===== src/rtl/reg_dump_sequencer.sv =====
// Sweeps the processor's register-observation port, streams each (index, value)
// pair over valid/ready and accumulates a wrapping checksum of the dump.
module reg_dump_sequencer #(
    parameter int RegAddrBits = 3,
    parameter int DataWidth   = 16,
    parameter int TotalReg    = 8,
    parameter int ReadLatency = 1
) (
    input  logic                   CLK,
    input  logic                   RST,
    input  logic                   start,
    output logic [RegAddrBits-1:0] inr,
    input  logic [DataWidth-1:0]   out_value,
    output logic                   dout_valid,
    input  logic                   dout_ready,
    output logic [DataWidth-1:0]   dout,
    output logic [RegAddrBits-1:0] dout_idx,
    output logic                   busy,
    output logic                   done,
    output logic [DataWidth-1:0]   checksum
);

    localparam int CntBits = (ReadLatency > 1) ? $clog2(ReadLatency) : 1;
    localparam logic [CntBits-1:0]     CntLoad = CntBits'(ReadLatency - 1);
    localparam logic [RegAddrBits-1:0] LastIdx = RegAddrBits'(TotalReg - 1);

    typedef enum logic [1:0] {IDLE, SETTLE, SEND, DONE} state_t;

    state_t                 state_reg, state_next;
    logic [CntBits-1:0]     cnt_reg;
    logic [RegAddrBits-1:0] inr_reg;
    logic [RegAddrBits-1:0] dout_idx_reg;
    logic [DataWidth-1:0]   dout_reg;
    logic [DataWidth-1:0]   checksum_reg;
    logic                   dout_valid_reg;

    logic accept, capture, handshake, last_idx;

    assign accept    = (state_reg == IDLE) && start;
    assign capture   = (state_reg == SETTLE) && (cnt_reg == '0);
    assign handshake = (state_reg == SEND) && dout_valid_reg && dout_ready;
    assign last_idx  = (inr_reg == LastIdx);

    always_ff @(posedge CLK or posedge RST) begin
        if (RST) begin
            state_reg <= IDLE;
        end else begin
            state_reg <= state_next;
        end
    end

    always_comb begin
        state_next = state_reg;
        case (state_reg)
            IDLE:    if (accept)    state_next = SETTLE;
            SETTLE:  if (capture)   state_next = SEND;
            SEND:    if (handshake) state_next = last_idx ? DONE : SETTLE;
            DONE:                   state_next = IDLE;
            default:                state_next = IDLE;
        endcase
    end

    always_comb begin
        busy = (state_reg != IDLE);
        done = (state_reg == DONE);
    end

    // The wait counter is loaded with ReadLatency-1 on every inr update, so the
    // capture edge lands exactly ReadLatency edges after the select changed.
    always_ff @(posedge CLK or posedge RST) begin
        if (RST) begin
            cnt_reg        <= '0;
            inr_reg        <= '0;
            dout_idx_reg   <= '0;
            dout_reg       <= '0;
            checksum_reg   <= '0;
            dout_valid_reg <= 1'b0;
        end else begin
            if (accept) begin
                inr_reg      <= '0;
                cnt_reg      <= CntLoad;
                checksum_reg <= '0;
            end
            if ((state_reg == SETTLE) && !capture) begin
                cnt_reg <= cnt_reg - CntBits'(1);
            end
            if (capture) begin
                dout_reg       <= out_value;
                dout_idx_reg   <= inr_reg;
                dout_valid_reg <= 1'b1;
                checksum_reg   <= checksum_reg + out_value;
            end
            if (handshake) begin
                dout_valid_reg <= 1'b0;
                if (!last_idx) begin
                    inr_reg <= inr_reg + RegAddrBits'(1);
                    cnt_reg <= CntLoad;
                end
            end
        end
    end

    assign inr        = inr_reg;
    assign dout       = dout_reg;
    assign dout_idx   = dout_idx_reg;
    assign dout_valid = dout_valid_reg;
    assign checksum   = checksum_reg;

endmodule


===== config.mk =====
export PLATFORM = sky130hd
export DESIGN_NAME = reg_dump_sequencer
export DESIGN_NICKNAME = d
export VERILOG_FILES = /design/src/rtl/reg_dump_sequencer.sv
export SDC_FILE = /design/constraint.sdc
export NUM_CORES = 1
export LEC_CHECK = 0
export ABC_AREA = 1
export BUFFER_PORTS_ARGS = -buffer_cell sky130_fd_sc_hd__buf_4
export CAP_MARGIN = 30
export CELL_PAD_IN_SITES_DETAIL_PLACEMENT = 1
export CELL_PAD_IN_SITES_GLOBAL_PLACEMENT = 1
export CORE_MARGIN = 2
export CORE_UTILIZATION = 38
export CTS_CLUSTER_SIZE = 24
export DETAILED_ROUTE_END_ITERATION = 10
export PLACE_DENSITY_LB_ADDON = 0.1
export SYNTH_ARGS = -nofsm -noshare
export SYNTH_HDL_FRONTEND = slang
export SYNTH_SLANG_ARGS = --single-unit

===== constraint.sdc =====
create_clock -name CLK -period 2.1 [get_ports CLK]
set_input_delay 0.42 -clock CLK [delete_from_list [all_inputs] [get_ports CLK]]
set_output_delay 0.42 -clock CLK [all_outputs]
set_load 0.05 [all_outputs]

; ---- Word-level counts from Yosys, hierarchy flattened
; Index checks and enable logic that the tools add are counted.
[word_totals]
regBits = 42
in_bits = 20
output_inout_bits = 41
word_cells = 45
[classes]
addsub = 3
eq_ne = 7
n_mux = 16
bitwise = 1
n_reduce_logical = 11
[ops]
columns = op, count
row1 = 2-to-1 mux 16 bit, 2
row2 = adder 16 bit, 1
row3 = 2-to-1 mux 3 bit, 3
row4 = 2-to-1 mux 2 bit, 4
row5 = one-hot mux 2 bit (4 select lines), 1
row6 = 2-to-1 mux 1 bit, 6
row7 = != test 2 bit (second input constant), 3
row8 = nonzero test 2 bit, 3
row9 = logical AND 1 bit, 5
row10 = equality test 2 bit (second input constant), 2
row11 = adder 3 x 1 -> 3 bit (second input constant), 1
row12 = equality test 3 bit (second input constant), 1
row13 = AND reduction 3 bit, 1
row14 = equality test 2 x 1 -> 1 bit (second input constant), 1
row15 = logical NOT 2 bit, 1
row16 = logical NOT 1 bit, 1
row17 = NOT 1 bit, 1
row18 = subtractor 1 bit (second input constant), 1

; ---- Logic depth before layout (Yosys ltp)
[depth]
word_depth = 7
ltp_mapped = 11

; ---- Least setup slack after synthesis
; No wires, ideal clock.
[synth_path]
path_kind = reg-to-reg
startpoint = register checksum_reg[0] (netlist: checksum[0])
endpoint = register checksum_reg[12] (netlist: checksum[12])
setup_time_ps = 118
t_arrival_ps = 1848
t_required_ps = 1982
path_slack_ps = 135
path_stages_with_launch = 12
n_path_buf = 0
cell_sequence = dfrtp_1 > ha_1 > inv_1 > fa_1 > inv_1 > nand3_1 > nand3_1 > nand3_1 > nand3_1 > nand2_1 > nand3_1 > nand2_1
[synth_via]
elab_chain_cells = 2
[synth_lines]
columns = element, line
row1 = from (decl), 34  ; logic [DataWidth-1:0] checksum_reg;
row2 = from (signal assigned), 91  ; checksum_reg <= checksum_reg + out_value;
row3 = adder 16 bit, 91
row4 = 2-to-1 mux 16 bit, 87  ; if (capture) begin
; Every way passes these cells.
; A chain may end at the register's enable or synchronous reset.

; ---- Worst setup path after layout
[layout_path]
startpoint = register checksum_reg[0] (netlist: checksum[0])
endpoint = register checksum_reg[10] (netlist: checksum[10])
; Same word-level chain as after synthesis.

==> metrics.md <==
| Metric | Value |
|---|---|
| Worst R2R Path Depth | `11` |
| CTS Buf Count | `5` |
| Power Density | `1740 mW/mm^2` |
| Vias/cell | `4.86` |
| Max Transition Viols Final | `0` |
| Post-CTS sizing | `0` |
| Share of cells above drive strength 1 | `18.9%` |
| Die Width | `86.7 um` |
| DP Cell Count | `500` |
| Fin area | `0.00321 sq mm` |
| Critical Path RT | `2.28 ns` |
| FFs w/ async S/R, synth | `100%` |
| Num ports | `61` |
| Layout Skew | `0.0194 ns` |
| YS warnings | `0` |
| Fin crit share | `88.6%` |
| Crit path time final | `1.86 ns` |
| CP max FO | `4` |
| N_diodes | `0` |
| Setup crit end | `checksum[10]` |
| Reg-to-Reg Start | `checksum[0]` |
| Post-synth EDFFs | `0` |
| Placed cell areas | `0.00310 sq mm` |
| Synth cell count leaders | `nand2_1 (164), inv_1 (51), dfrtp_1 (42)` |
| Mapped Cells | `364` |
| Synthesized area | `0.00260 sq mm` |
| Filler instances | `902` |
| Core Rows | `30` |
| Final setup viols | `0` |
| Synth top area share | `40.4%` |
| VDD IR max | `626 uV` |
| WP data arrival | `2.04 ns` |
| Overflow left after global routing | `0` |
| Count of final hold-check violations | `0` |
| Port bufs | `60` |
| DPL Wire Length | `5.32 mm` |
| CTS tree | `built` |
| Vias in the first global route | `2510` |
| Clock Latency Late Sink | `0.31 ns` |
| GP Congestion | `0.804` |
| Post-synthesis sequential area ratio | `40.4%` |
| RSZ-0062 raised after global routing | `false` |
| Gr usage total | `19.6%` |
| Initial DRC count | `81` |
| WS Path Type | `reg -> reg` |
| Critical Path Start Type | `flop` |
| Detailed-router iteration count before antenna repair | `4` |
| H-tree depth | `2` |
| Clock net sink count | `42` |
| Area Growth Syn to Fin | `23.5%` |
| Die area | `0.00752 sq mm` |
| Hold WC Path Type | `in -> async` |
| Post-CTS Setup Inserts | `0` |
| Slew margin rel. | `61.4%` |
| Initial antenna violation count | `0` |
| Largest net degree at the start of global routing | `43` |
| Routed Antenna Nets | `0` |
| Most common cell in the synthesized netlist | `nand2_1` |
| Syn nets | `402` |
| Setup TNS | `0 ns` |
| Static leakage | `1.89 nW` |
| # Max-Cap Violations | `0` |
| Primary flip-flop cell chosen by synthesis mapping | `dfrtp_1` |
| CP Launch Point | `checksum[0]` |
| Core area | `0.00672 sq mm` |
| Final Non-Filler Cells | `508` |
| Largest cells by area after synthesis | `dfrtp_1 (40%), nand2_1 (24%), ha_1 (8.2%)` |
| Avg WL per Cell | `13.8 um` |
| Setup slack, reg-to-reg | `0.24 ns` |
| Total Power | `0.00557 W` |
| Final #Nets | `465` |
| WL final | `7.01 mm` |
| CP endpoint kind | `flop` |
| Initial core utilization | `38.7%` |
| Clk buf depth | `2` |
| Area leader, netlist | `dfrtp_1` |
| Hold_buf cts | `0` |
| Status | `finished, final reports clean` |
| Peak Freq | `538 MHz` |
| DR DRC count | `0` |
| Die height | `86.7 um` |
| Global-route wire length before repair | `11.6 mm` |
| Clock transition at path regs | `0.10 ns` |
| Flops & latches, synth | `42` |
| R2r endpoint | `checksum[10]` |
| Worst slew pin tran | `0.579 ns` |
| Vias | `2468` |
| Synthesized area per cell | `7.14 sq um` |
| Root Buffer | `clkbuf_8` |
| Synth cell types | `30` |
-- critical path: stages, from the launching register on --
cell	delay (ns)
dfrtp_1	0.39
ha_1	0.19
inv_1	0.06
fa_1	0.40
inv_1	0.10
nand2_1	0.07
nand3_1	0.17
nand2_1	0.12
nand2_1	0.08
nand2_1	0.04
nand3_1	0.06
nand2_1	0.06
-- layout by cell type (no fill, tap or decap), drive strengths merged, types with 2 or more instances in the layout --
cell,instances
dfrtp,42
xor2,2
a21oi,9
ha,17
nand2,165
o21ai,14
nor3,3
buf,63
nor2,15
nand3b,2
clkbuf,7
nand3,22
or2,3
inv,53
clkinv,2
-- cell families (layout without fill, tap and decap cells) --
group           after synthesis  count (layout)  synth area share [%]
compound gates               27              27                  6.16
xor+xnor                      3               3                  1.01
fa+ha+maj                    18              18                  8.96
buf+inv                      62             126                  10.6
flops                        42              42                  40.4
simple gates                212             212                  32.8
-- worst min-delay path by stage --
stage,from,end,cells past startpoint
2_1_floorplan,cnt_reg,cnt_reg,2
3_3_place_gp,dout[5],dout[5],2
3_5_place_dp,dout[5],dout[5],2
4_1_cts,RST,checksum[13],3
5_1_grt,RST,checksum[6],3
6_report,RST,checksum[8],3
-- through the flow --
step	utilization (%)	setup WS, ns	hold slack, ns
after global placement	46.2	0.186	0.463
after detailed placement	46.2	0.138	0.466
after floorplan	-	0.135	0.497
after CTS	47.8	0.248	0.287
after global routing	47.8	0.0749	0.316
final	47.8	0.240	0.266
-- metal layers --
layer | GRT usage, % | wire (um) | vias up
met3 | 4.00 | 258 | 12
met1 | 25.8 | 3360 | 1163
li1 | - | - | 1240
met5 | 0 | 0 | -
met2 | 33.1 | 3300 | 53
met4 | 4.40 | 93 | 0
-- layout make-up --
cell class / count / area, sq um / share of cell area, %
multi-input cells: 260 / 1270 / 39.6
repair buffers: 63 / 473 / 14.7
well taps: 80 / 100 / 3.12
clock buffers: 7 / 76.3 / 2.38
inverters: 55 / 208 / 6.47
clock inverters: 1 / 30.0 / 0.936
flip-flops and latches: 42 / 1050 / 32.7
-- where the power goes --
group          total (W)  switching, W  internal, W
sequential       0.00138      0.000230      0.00115
combinational    0.00354       0.00249      0.00105
clock           0.000659      0.000302     0.000357
total            0.00557       0.00302      0.00256
Power figures use the tool's default switching activity.
